<file path="src/rtl/hazard_forward_ctrl.sv">
// Forwarding-select and hazard (load-use bubble, dmem-wait freeze) controller for the 5-stage rv32i pipe.
// Optional cycle counters for bubbles and freezes are compiled in when HAZARD_PERF_CNT_EN is defined.
module hazard_forward_ctrl #(
    parameter int NUM_SRC      = 2,
    parameter int REG_IDX_W    = 5,
    parameter int LU_STALL_CYC = 1
) (
    input  logic                           clk,
    input  logic                           rst,
    input  logic [NUM_SRC*REG_IDX_W-1:0]   id_ex_rs_i,
    input  logic [NUM_SRC-1:0]             id_ex_rs_used_i,
    input  logic [NUM_SRC*REG_IDX_W-1:0]   if_id_rs_i,
    input  logic [NUM_SRC-1:0]             if_id_rs_used_i,
    input  logic [REG_IDX_W-1:0]           id_ex_rd_i,
    input  logic                           id_ex_is_load_i,
    input  logic [REG_IDX_W-1:0]           ex_mem_rd_i,
    input  logic                           ex_mem_load_regfile_i,
    input  logic                           ex_mem_mem_req_i,
    input  logic                           dmem_resp_i,
    input  logic [REG_IDX_W-1:0]           mem_wb_rd_i,
    input  logic                           mem_wb_load_regfile_i,
    output logic [NUM_SRC*2-1:0]           fwd_sel_o,
    output logic                           stall_if_id_o,
    output logic                           bubble_id_ex_o,
    output logic                           freeze_o
`ifdef HAZARD_PERF_CNT_EN
    ,
    output logic [31:0]                    lu_stall_cnt_o,
    output logic [31:0]                    mem_wait_cnt_o
`endif
);

    localparam logic [1:0] FWD_ID_EX  = 2'd0;
    localparam logic [1:0] FWD_EX_MEM = 2'd1;
    localparam logic [1:0] FWD_MEM_WB = 2'd2;

    localparam int CNT_W = (LU_STALL_CYC > 2) ? $clog2(LU_STALL_CYC) : 1;
    localparam logic [CNT_W-1:0] LU_LAST = CNT_W'(LU_STALL_CYC - 1);

    typedef enum logic [1:0] {
        ST_RUN,
        ST_LOAD_USE,
        ST_MEM_WAIT
    } state_t;

    state_t                 state_reg, state_next;
    logic [CNT_W-1:0]       lu_cnt_reg, lu_cnt_next;
    logic [NUM_SRC*2-1:0]   held_sel_reg, held_sel_next;
    logic [NUM_SRC*2-1:0]   fwd_comb;
    logic [NUM_SRC-1:0]     lu_match;
    logic                   lu_hit;
    logic                   mem_wait;

    genvar gi;
    generate
        for (gi = 0; gi < NUM_SRC; gi++) begin : g_src
            logic ex_hit;
            logic wb_hit;
            // x0 is hard-wired zero, so a write to it is never a forwarding source
            assign ex_hit = ex_mem_load_regfile_i && (ex_mem_rd_i != '0) && id_ex_rs_used_i[gi]
                            && (ex_mem_rd_i == id_ex_rs_i[gi*REG_IDX_W +: REG_IDX_W]);
            assign wb_hit = mem_wb_load_regfile_i && (mem_wb_rd_i != '0) && id_ex_rs_used_i[gi]
                            && (mem_wb_rd_i == id_ex_rs_i[gi*REG_IDX_W +: REG_IDX_W]);
            assign fwd_comb[gi*2 +: 2] = ex_hit ? FWD_EX_MEM : (wb_hit ? FWD_MEM_WB : FWD_ID_EX);
            assign lu_match[gi] = if_id_rs_used_i[gi]
                                  && (if_id_rs_i[gi*REG_IDX_W +: REG_IDX_W] == id_ex_rd_i);
        end
    endgenerate

    assign lu_hit   = id_ex_is_load_i && (id_ex_rd_i != '0) && (|lu_match);
    assign mem_wait = ex_mem_mem_req_i && !dmem_resp_i;

    always_ff @(posedge clk or negedge rst) begin
        if (!rst) begin
            state_reg    <= ST_RUN;
            lu_cnt_reg   <= '0;
            held_sel_reg <= {NUM_SRC{FWD_ID_EX}};
        end else begin
            state_reg    <= state_next;
            lu_cnt_reg   <= lu_cnt_next;
            held_sel_reg <= held_sel_next;
        end
    end

    always_comb begin
        state_next     = state_reg;
        lu_cnt_next    = lu_cnt_reg;
        held_sel_next  = held_sel_reg;
        fwd_sel_o      = fwd_comb;
        stall_if_id_o  = 1'b0;
        bubble_id_ex_o = 1'b0;
        freeze_o       = 1'b0;
        case (state_reg)
            ST_RUN: begin
                if (mem_wait) begin
                    freeze_o      = 1'b1;
                    held_sel_next = fwd_comb;
                    state_next    = ST_MEM_WAIT;
                end else if (lu_hit) begin
                    stall_if_id_o  = 1'b1;
                    bubble_id_ex_o = 1'b1;
                    if (LU_STALL_CYC > 1) begin
                        state_next  = ST_LOAD_USE;
                        lu_cnt_next = CNT_W'(1);
                    end
                end
            end
            ST_LOAD_USE: begin
                // lu_cnt is preserved across a freeze so the bubble sequence resumes afterwards
                if (mem_wait) begin
                    freeze_o      = 1'b1;
                    held_sel_next = fwd_comb;
                    state_next    = ST_MEM_WAIT;
                end else begin
                    stall_if_id_o  = 1'b1;
                    bubble_id_ex_o = 1'b1;
                    if (lu_cnt_reg == LU_LAST) begin
                        state_next  = ST_RUN;
                        lu_cnt_next = '0;
                    end else begin
                        lu_cnt_next = lu_cnt_reg + CNT_W'(1);
                    end
                end
            end
            ST_MEM_WAIT: begin
                fwd_sel_o = held_sel_reg;
                freeze_o  = !dmem_resp_i;
                if (dmem_resp_i) begin
                    state_next = (lu_cnt_reg != '0) ? ST_LOAD_USE : ST_RUN;
                end
            end
            default: state_next = ST_RUN;
        endcase
        // Outputs go quiet the instant reset asserts, not at the next edge
        if (!rst) begin
            fwd_sel_o      = {NUM_SRC{FWD_ID_EX}};
            stall_if_id_o  = 1'b0;
            bubble_id_ex_o = 1'b0;
            freeze_o       = 1'b0;
        end
    end

`ifdef HAZARD_PERF_CNT_EN
    always_ff @(posedge clk or negedge rst) begin
        if (!rst) begin
            lu_stall_cnt_o <= '0;
            mem_wait_cnt_o <= '0;
        end else begin
            if (bubble_id_ex_o && (lu_stall_cnt_o != 32'hFFFF_FFFF)) begin
                lu_stall_cnt_o <= lu_stall_cnt_o + 32'd1;
            end
            if (freeze_o && (mem_wait_cnt_o != 32'hFFFF_FFFF)) begin
                mem_wait_cnt_o <= mem_wait_cnt_o + 32'd1;
            end
        end
    end
`endif

endmodule

</file>
<file path="config.mk">
export PLATFORM = sky130hd
export DESIGN_NAME = hazard_forward_ctrl
export DESIGN_NICKNAME = d
export VERILOG_FILES = /design/src/rtl/hazard_forward_ctrl.sv
export SDC_FILE = /design/constraint.sdc
export NUM_CORES = 1
export LEC_CHECK = 0
export ABC_CLOCK_PERIOD_IN_PS = 2300
export CAP_MARGIN = 20
export CORE_MARGIN = 5
export CORE_UTILIZATION = 36
export CTS_CLUSTER_SIZE = 40
export DETAILED_ROUTE_END_ITERATION = 8
export GPL_TIMING_DRIVEN = 0
export PLACE_DENSITY = 0.85
export REMOVE_ABC_BUFFERS = 1
export SLEW_MARGIN = 10
export SYNTH_ARGS = -nofsm -noshare
export SYNTH_HDL_FRONTEND = slang
export SYNTH_SLANG_ARGS = --single-unit
</file>
<file path="constraint.sdc">
create_clock -name clk -period 2.3 [get_ports clk]
set_input_delay 0.46 -clock clk [delete_from_list [all_inputs] [get_ports clk]]
set_output_delay 0.46 -clock clk [all_outputs]
set_load 0.05 [all_outputs]
</file>
==> results of run 1 <==
==> worst max path at each step <==
stage | from | to | cells after the start | slack [ns]
5_1_grt | id_ex_rs_i[8] | fwd_sel_o[2] | 6 | -0.12
4_1_cts | id_ex_rs_i[0] | fwd_sel_o[1] | 6 | -0.12
3_5_place_dp | ex_mem_rd_i[1] | fwd_sel_o[1] | 6 | -1.09
6_report | ex_mem_rd_i[4] | fwd_sel_o[1] | 6 | -0.04
2_1_floorplan | ex_mem_rd_i[1] | fwd_sel_o[1] | 4 | -0.63
3_3_place_gp | ex_mem_rd_i[1] | fwd_sel_o[1] | 6 | -1.06
==> metrics by stage <==
| step | setup TNS [ns] | util, % | total power [uW] | area [um2] |
|---|---|---|---|---|
| 2_1_floorplan | -2.47 | - | 159 | 684 |
| 3_5_place_dp | -5.70 | 65.1 | 271 | 1240 |
| 5_1_grt | -0.417 | 71.3 | 397 | 1360 |
| 6_report | -0.138 | 71.3 | 374 | 1360 |
| 3_3_place_gp | -5.59 | 65.1 | 266 | 1240 |
| 4_1_cts | -0.163 | 67.2 | 363 | 1280 |
==> layer usage <==
metal  GRT usage [%]  wire length [um]
met5               0                 0
met4            6.81                19
met3            4.43               165
met2            31.7              1350
met1            17.0               938
==> cell type report <==
class | count | area, um2
Multi-Input combinational cell | 73 | 614
Timing Repair Buffer | 60 | 552
Fill cell | 157 | 547
Sequential cell | 5 | 125
Tap cell | 27 | 33.8
Clock buffer | 4 | 26.3
Inverter | 1 | 3.75
==> worst max-delay path, delay by kind of cell <==
| family | cells | cell delay [ns] |
|---|---|---|
| buf+inv | 2 | 0.30 |
| simple gates | 2 | 0.63 |
| compound gates | 2 | 0.51 |
==> kinds of logic after synthesis <==
| kind of cell | count (synthesis) |
|---|---|
| XOR/XNOR | 30 |
| AND/OR/NAND/NOR | 30 |
| AO/OA/AOI/OAI | 11 |
| flip-flops | 5 |
| buffers and inverters | 3 |
| multiplexers | 2 |
==> timing repair <==
item | CTS | global route
endpoints found under the hold margin | 0 | 0
setup endpoints to repair | 7 | 7
gates resized for setup | 93 | 29
hold buffers | 0 | 0
pin swaps | 17 | 15
gates cloned | 0 | 0
buffers inserted | 5 | 3
==> layout by cell type (no fill, tap or decap), drive strengths merged <==
cell type,instances
buf,18
dlygate4sd2,17
xor2,16
xnor2,14
clkdlybuf4s50,13
clkbuf,10
nand2,6
dfrtp,5
nand3,4
nor4,4
o31ai,4
and2,3
clkdlybuf4s15,3
dlymetal6s2s,3
or4,3
nand4,2
nor3,2
nand4b,2
nor2,2
mux2,2
o21ai,2
o41ai,2
a21oi,2
nand2b,1
inv,1
o211ai,1
nand3b,1
==> report_power, final <==
group	total [uW]	internal [uW]	switching [uW]	leakage (uW)
sequential	94.6	90.3	4.33	0.0000683
clock	103	65.7	37.1	0.0000150
combinational	176	97.4	78.8	0.000535
total	374	253	120	0.000618
==> metrics list, run 1 <==
- Status: complete, but fails checks
* Failing checks: setup timing
- Sequential cell area fraction in the yosys report: 18.0%
- Ranked by instance count, the synthesized netlist is headed by xor2_1 (16), xnor2_1 (14), nand2_1 (6), dfrtp_1 (5).
- Routed wirelength normalized by instance count: 14.6 um
* Number of antenna violations at the first check in global routing: 0
- The portion of synthesized area spent on multiplexers is 3.24%.
- Antenna Violating Nets Remaining: 0
* Cell accounting for the most synthesized area: xor2_1
- H-tree depth: 1
- In this run, synthesis produced a sequential element count of 5.
- Using the TritonRoute via totals, the vias-per-cell ratio works out to 5.08.
- Final worst slack: -0.0423 ns
- During I/O placement, the number of pins put on the boundary was 53.
* Number of cells produced by synthesis: 81
- The final layout contains routed wiring with a total length of 2.48 mm.
- Along the worst path, the maximum fanout reaches 4.
- After Yosys synthesis, and, or, nand and nor cells account for 26.4% of the synthesized area.
- At the end of the flow, the number of nets in the layout was 190.
- After Yosys synthesis, XOR and XNOR cells account for 37.8% of the synthesized area.
* Total vias in the final route: 864
* Final hold violations: 0
- In the routed design, unresolved DRC markers number 0.
- CTS saw 5 sinks.
- IR analysis of the VDD net gives a maximum drop of 0.181 mV.
- The register with the most flip-flops in the layout has 4 of them.
- The worst setup path is launched from an input port.
- Remaining global-route overflow: 0
- The first detailed-routing pass took 4 iterations.
- On the worst path, the slowest cell contributes a delay of 0.54 ns.
- From bottom edge to top edge, the die measures 54.0 um.
* Initial standard-cell utilization of the core: 36.6%
- Setup slack on the worst reg-to-reg path comes out at 0.94 ns.
* Crit. End Element: output port
- Clock insertion delay at the later pin of the skew report: 0.24 ns
* Classification of the worst-slack hold path: input port to async pin
- TritonCTS built the clock tree.
- Final setup viols: 4
* Worst max-slew margin expressed relative to the limit: 76.2%
- After clock tree synthesis, the clock-pin slew on the worst setup and hold paths is 0.05 ns.
- Across all hold checks on the routed design, the worst slack comes to 0.0655 ns.
- Input and output buffers added on the ports amount to 52.
* Slew at the pin with the worst max-slew slack: 0.357 ns
- The first routing iteration left 13 violations.
- The largest individual stage delay along the critical path comes from the cell or4_4.
- Core ar.: 1900 um2
* Fraction of registers with async set or reset after synthesis: 100%
- Final critical delay including setup and external delays: 2.34 ns
- Top_reg_cell synth: dfrtp_1
- Number of warnings issued by yosys: 0
- R2R depth: 2
- The die covers 2910 um2.
- The area growth from synthesis to layout is 94.8%.
* Most repeated cell in the gate-level netlist after synthesis: xor2_1
- The first global-routing pass estimated 3.62 mm of wire.
* Synth Cell Area: 696 um2
* Number of buffers between clock root and the deepest sink: 2
- Across the run, the number of max-cap violations was 0.
- Setup repair after global routing could not meet its margin everywhere.
- Of the total synthesized cell area, the portion taken by full adders, half adders and majority gates is 0%.
- Yosys mapped a number of flops with a built-in enable equal to 0.
- Leakage component of the power: 0.000618 uW
- Fin Clk Skew: 0.00294 ns
* Fraction of final layout cells sized beyond drive strength 1: 27.3%
* Worst Path Required: 1.84 ns
* Number of global-route vias before repair: 859
* Count of non-filler cells in the finished layout: 170
* Routability congestion estimate: 0.745
* Power density normalized to cell area: 276 nW/um2
- The initialized floorplan defines 16 standard-cell rows.
- Cell at the root of the clock tree: clkbuf_4
* Chip width: 54.0 um
- GRT Resource Usage Total: 16.7%
- Data on the critical path arrives at its endpoint at 1.88 ns.
* Setup WS pre-CTS: -1.09 ns
- Cell variety after synth: 25
- In this run, CTS created clock tree buffers numbering 3.
* Count of pins over their slew limit: 0
- The average instance in the mapped netlist occupies 8.59 um2.
- Entering global routing, the biggest net connects 12 pins.
- HPWL Detailed: 1.96 mm
- Derived from the worst setup path, the maximum achievable clock frequency is 427 MHz.
- By area the synthesized netlist is led by xor2_1 (20%), dfrtp_1 (18%), xnor2_1 (18%).
- Dividing the final minimum period by the clock period gives 102%.
- Synthesized-area fraction occupied by ao, oa, aoi and oai cells: 12.4%
- End of the worst register-to-register path: held_sel_reg[0]
* Yosys top cell area share: 20.1%
* Number of antenna repair diodes: 0
- The worst register-to-register path begins at state_reg[1].
* CP Cell Sequence: buf_8 > or4_4 > o21ai_4 > nor3_4 > o31ai_2 > buf_6
- Crit Path Category: input port to output port
- Placed cells: 158
- By area, the combinational part of the netlist is dominated by XOR/XNOR gates.
Note: power is estimated with default switching activity, not from simulation.
==> run 2, diff against run 1 <==
--- a/config.mk
+++ b/config.mk
@@ -6,7 +6,7 @@
 export NUM_CORES = 1
 export LEC_CHECK = 0
 export ABC_CLOCK_PERIOD_IN_PS = 2300
-export CAP_MARGIN = 20
+export CAP_MARGIN = 5
 export CORE_MARGIN = 5
 export CORE_UTILIZATION = 36
 export CTS_CLUSTER_SIZE = 40
==> results of run 2 <==
No change in the layout: final DEF, timing and power equal those of run 1.
==> run 3, diff against run 2 <==
==> config.mk (replaced) <==
export PLATFORM = sky130hd
export DESIGN_NAME = hazard_forward_ctrl
export DESIGN_NICKNAME = d
export VERILOG_FILES = /design/src/rtl/hazard_forward_ctrl.sv
export SDC_FILE = /design/constraint.sdc
export NUM_CORES = 1
export LEC_CHECK = 0
export ABC_CLOCK_PERIOD_IN_PS = 2600
export CAP_MARGIN = 5
export CORE_MARGIN = 5
export CORE_UTILIZATION = 33
export CTS_CLUSTER_SIZE = 40
export DETAILED_ROUTE_END_ITERATION = 8
export GPL_ROUTABILITY_DRIVEN = 0
export GPL_TIMING_DRIVEN = 0
export PLACE_DENSITY = 0.79
export REMOVE_ABC_BUFFERS = 1
export SLEW_MARGIN = 10
export SYNTH_ARGS = -nofsm -noshare
export SYNTH_HDL_FRONTEND = slang
export SYNTH_SLANG_ARGS = --single-unit
export TNS_END_PERCENT = 5
==> constraint.sdc (replaced) <==
create_clock -name clk -period 2.6 [get_ports clk]
set_input_delay 0.52 -clock clk [delete_from_list [all_inputs] [get_ports clk]]
set_output_delay 0.52 -clock clk [all_outputs]
set_load 0.05 [all_outputs]
==> metrics list, run 3 (synthesized netlist as in run 1, its figures left out) <==
* Final worst slack: -0.0133 ns
* Internal power component: 230 uW
* Clock transition at the register clock pins on the worst setup and hold paths after CTS: 0.04 ns
* Wire length of the first global-routing pass: 3.68 mm
- Commonest cells after routing, fill and taps aside: clkdlybuf4s50_1 (29), xor2_1 (16), xnor2_1 (14), dlymetal6s2s_1 (12)
- Clock share of power: 27.7%
* TritonCTS clock tree: yes
- Leaving out fill and tap cells, the most frequent cell in the layout is clkdlybuf4s50_1.
- Gate power share: 47.6%
* R2R depth: 2
* Final critical delay including setup and external delays: 2.61 ns
* Number of max-capacitance violations reported: 0
* Maximum vdd ir drop: 0.185 mV
- Including well taps, the total number of placed cells is 158.
- The first routing iteration left 19 violations.
- Antenna Violating Nets Remaining: 0
- The signal on the critical path passes through clkdlybuf4s50_1 > xor2_1 > nor4_2 > nand3_1 > a21oi_2 > buf_4.
- Post-route fraction of the period consumed by the critical path: 101%
- Of the total power, registers draw 24.8%.
- In this run the critical register-to-register path is captured at held_sel_reg[0].
- Number of I/O pins: 53
* Number of global-route vias before repair: 882
- For this design the ratio of total power to cell area is 250 nW/um2.
- The area growth from synthesis to layout is 92.3%.
- The initial antenna violation count is 0.
- The number of pins with negative max-slew slack in the final report is 0.
* Switching fraction of total power: 31.1%
- Achievable frequency: 383 MHz
- Failing checks: setup timing
- By startpoint and endpoint, the worst setup path is classified as input port to output port.
- Crit. End Element: output port
- In this run the deepest clock path goes through 2 buffers.
- Fraction of final layout cells sized beyond drive strength 1: 18.8%
- The largest individual stage delay along the critical path comes from the cell clkdlybuf4s50_1.
- Clock insertion delay at the later pin of the skew report: 0.25 ns
- The final layout contains 185 nets.
- The min-delay analysis places its worst path in the category input port to async pin.
- Clock tree synthesis found a total of 5 sinks.
- Number of search-and-repair iterations in the first detailed-routing pass: 4
- Family of cells with the greatest summed delay on the critical path: buffers and inverters
* Slew at the pin with the worst max-slew slack: 0.483 ns
- Footprint of the flip-flops and latches: 125 um2
- Residual DRC count: 0
- Final setup viols: 2
* Startpoint Class: input port
* Initial standard-cell utilization of the core: 35.1%
* RSZ-0062 raised after global routing: true
- Data on the critical path is required at its endpoint by 2.08 ns.
- Fin Clk Skew: 0.00282 ns
- CP Buf/Inv Count: 2
- Reg-to-Reg Start: state_reg[1]
- Leakage component of the power: 0.000608 uW
* Multi-input combinational cell area: 592 um2
- CTS buffer count: 3
- For this block, the via count after detailed routing is 847.
- In the global route stage, overall resource usage came out at 14.5%.
- From bottom edge to top edge, the die measures 55.9 um.
- The cell sitting at the root of the clock tree is a clkbuf_4.
- Number of fillers in the final layout: 160
* Final WL: 2.47 mm
* Status: complete, but fails checks
- Across all register-to-register paths, the minimum setup slack is 1.35 ns.
- For this run the aggregate overflow at the end of global routing stands at 0.
* Detailed-route vias per instance: 5.13
- Entering global routing, the biggest net connects 12 pins.
- H-tree depth: 1
* CP arrival: 2.09 ns
- Die footprint: 3130 um2
- Count of port buffers added during placement: 52
* Site Rows: 16
- Number of antenna repair diodes: 0
* Crit Path Max Fanout: 3
* Count of non-filler cells in the finished layout: 165
- Hold is met by 0.185 ns.
- The HPWL after detailed placement is 2.00 mm.
- For this design the total switching power over the nets is 104 uW.
- Flip-flop count of the largest register, all copies and words added: 4
- Chip width: 55.9 um
- In this run the standard cell core region covers 1980 um2.
- Routed wirelength normalized by instance count: 15.0 um
- The total count of hold-check failures in the final report is 0.
- Max stage delay on crit path: 0.47 ns
- Worst max-slew margin expressed relative to the limit: 67.9%
-- run 3: cell count changes in the layout (fill, tap and decap cells not counted), moves of 2 or more --
cell	before	now
clkdlybuf4s50_1	13	29
dlygate4sd2_1	17	2
dlymetal6s2s_1	3	12
clkbuf_2	6	2
buf_6	6	3
buf_8	3	0
buf_2	2	0
clkdlybuf4s15_1	3	1
o41ai_1	0	2
-- run 3: metrics by stage --
step / total power [uW] / util [%] / worst slack (ns) / TNS (ns) / area (um2)
3_5_place_dp: 240 / 62.5 / -0.908 / -4.62 / 1240
5_1_grt: 359 / 67.5 / -0.113 / -0.254 / 1340
4_1_cts: 332 / 63.5 / -0.102 / -0.406 / 1260
3_3_place_gp: 235 / 62.5 / -0.898 / -4.39 / 1240
2_1_floorplan: 141 / - / -0.448 / -1.75 / 684
6_report: 334 / 67.5 / -0.0133 / -0.0217 / 1340
-- run 3: per-layer routing --
layer	up-vias	share of wire, %	global-route usage [%]
li1	407	-	-
met1	387	35	14.6
met2	46	55	27.5
met3	7	8.3	3.94
met4	0	2.1	6.10
met5	-	0	0
-- run 3: how the worst max path moves through the flow --
stage | from | endpoint | slack (ns) | cells after the start
2_1_floorplan | ex_mem_rd_i[1] | fwd_sel_o[1] | -0.45 | 4
3_3_place_gp | ex_mem_rd_i[1] | fwd_sel_o[1] | -0.90 | 6
3_5_place_dp | ex_mem_rd_i[1] | fwd_sel_o[1] | -0.91 | 6
4_1_cts | id_ex_rd_i[0] | stall_if_id_o | -0.10 | 6
5_1_grt | id_ex_rd_i[4] | stall_if_id_o | -0.11 | 6
6_report | id_ex_rd_i[0] | stall_if_id_o | -0.01 | 6
-- run 3: timing repair --
item | CTS | global route
setup buffers | 1 | 2
gates resized for setup | 42 | 32
hold buffers | 0 | 0
endpoints found under the setup margin | 7 | 6
pin swaps | 3 | 8
cloned | 0 | 0
-- run 3: layout make-up --
type	instances	area share, %
inverter	1	0.281
timing repair buffer	55	41.6
multi-input combinational	73	44.2
tap	27	2.53
sequential	5	9.35
clock buffer	4	1.96
-- run 3: power groups by stage --
stage	combinational (uW)	sequential, uW	clock, uW
after floorplan	57.6	83.0	0
after global placement	152	83.8	0
after detailed placement	156	84.0	0
after CTS	155	82.8	94.2
after global routing	172	83.0	104
final	159	82.8	92.6
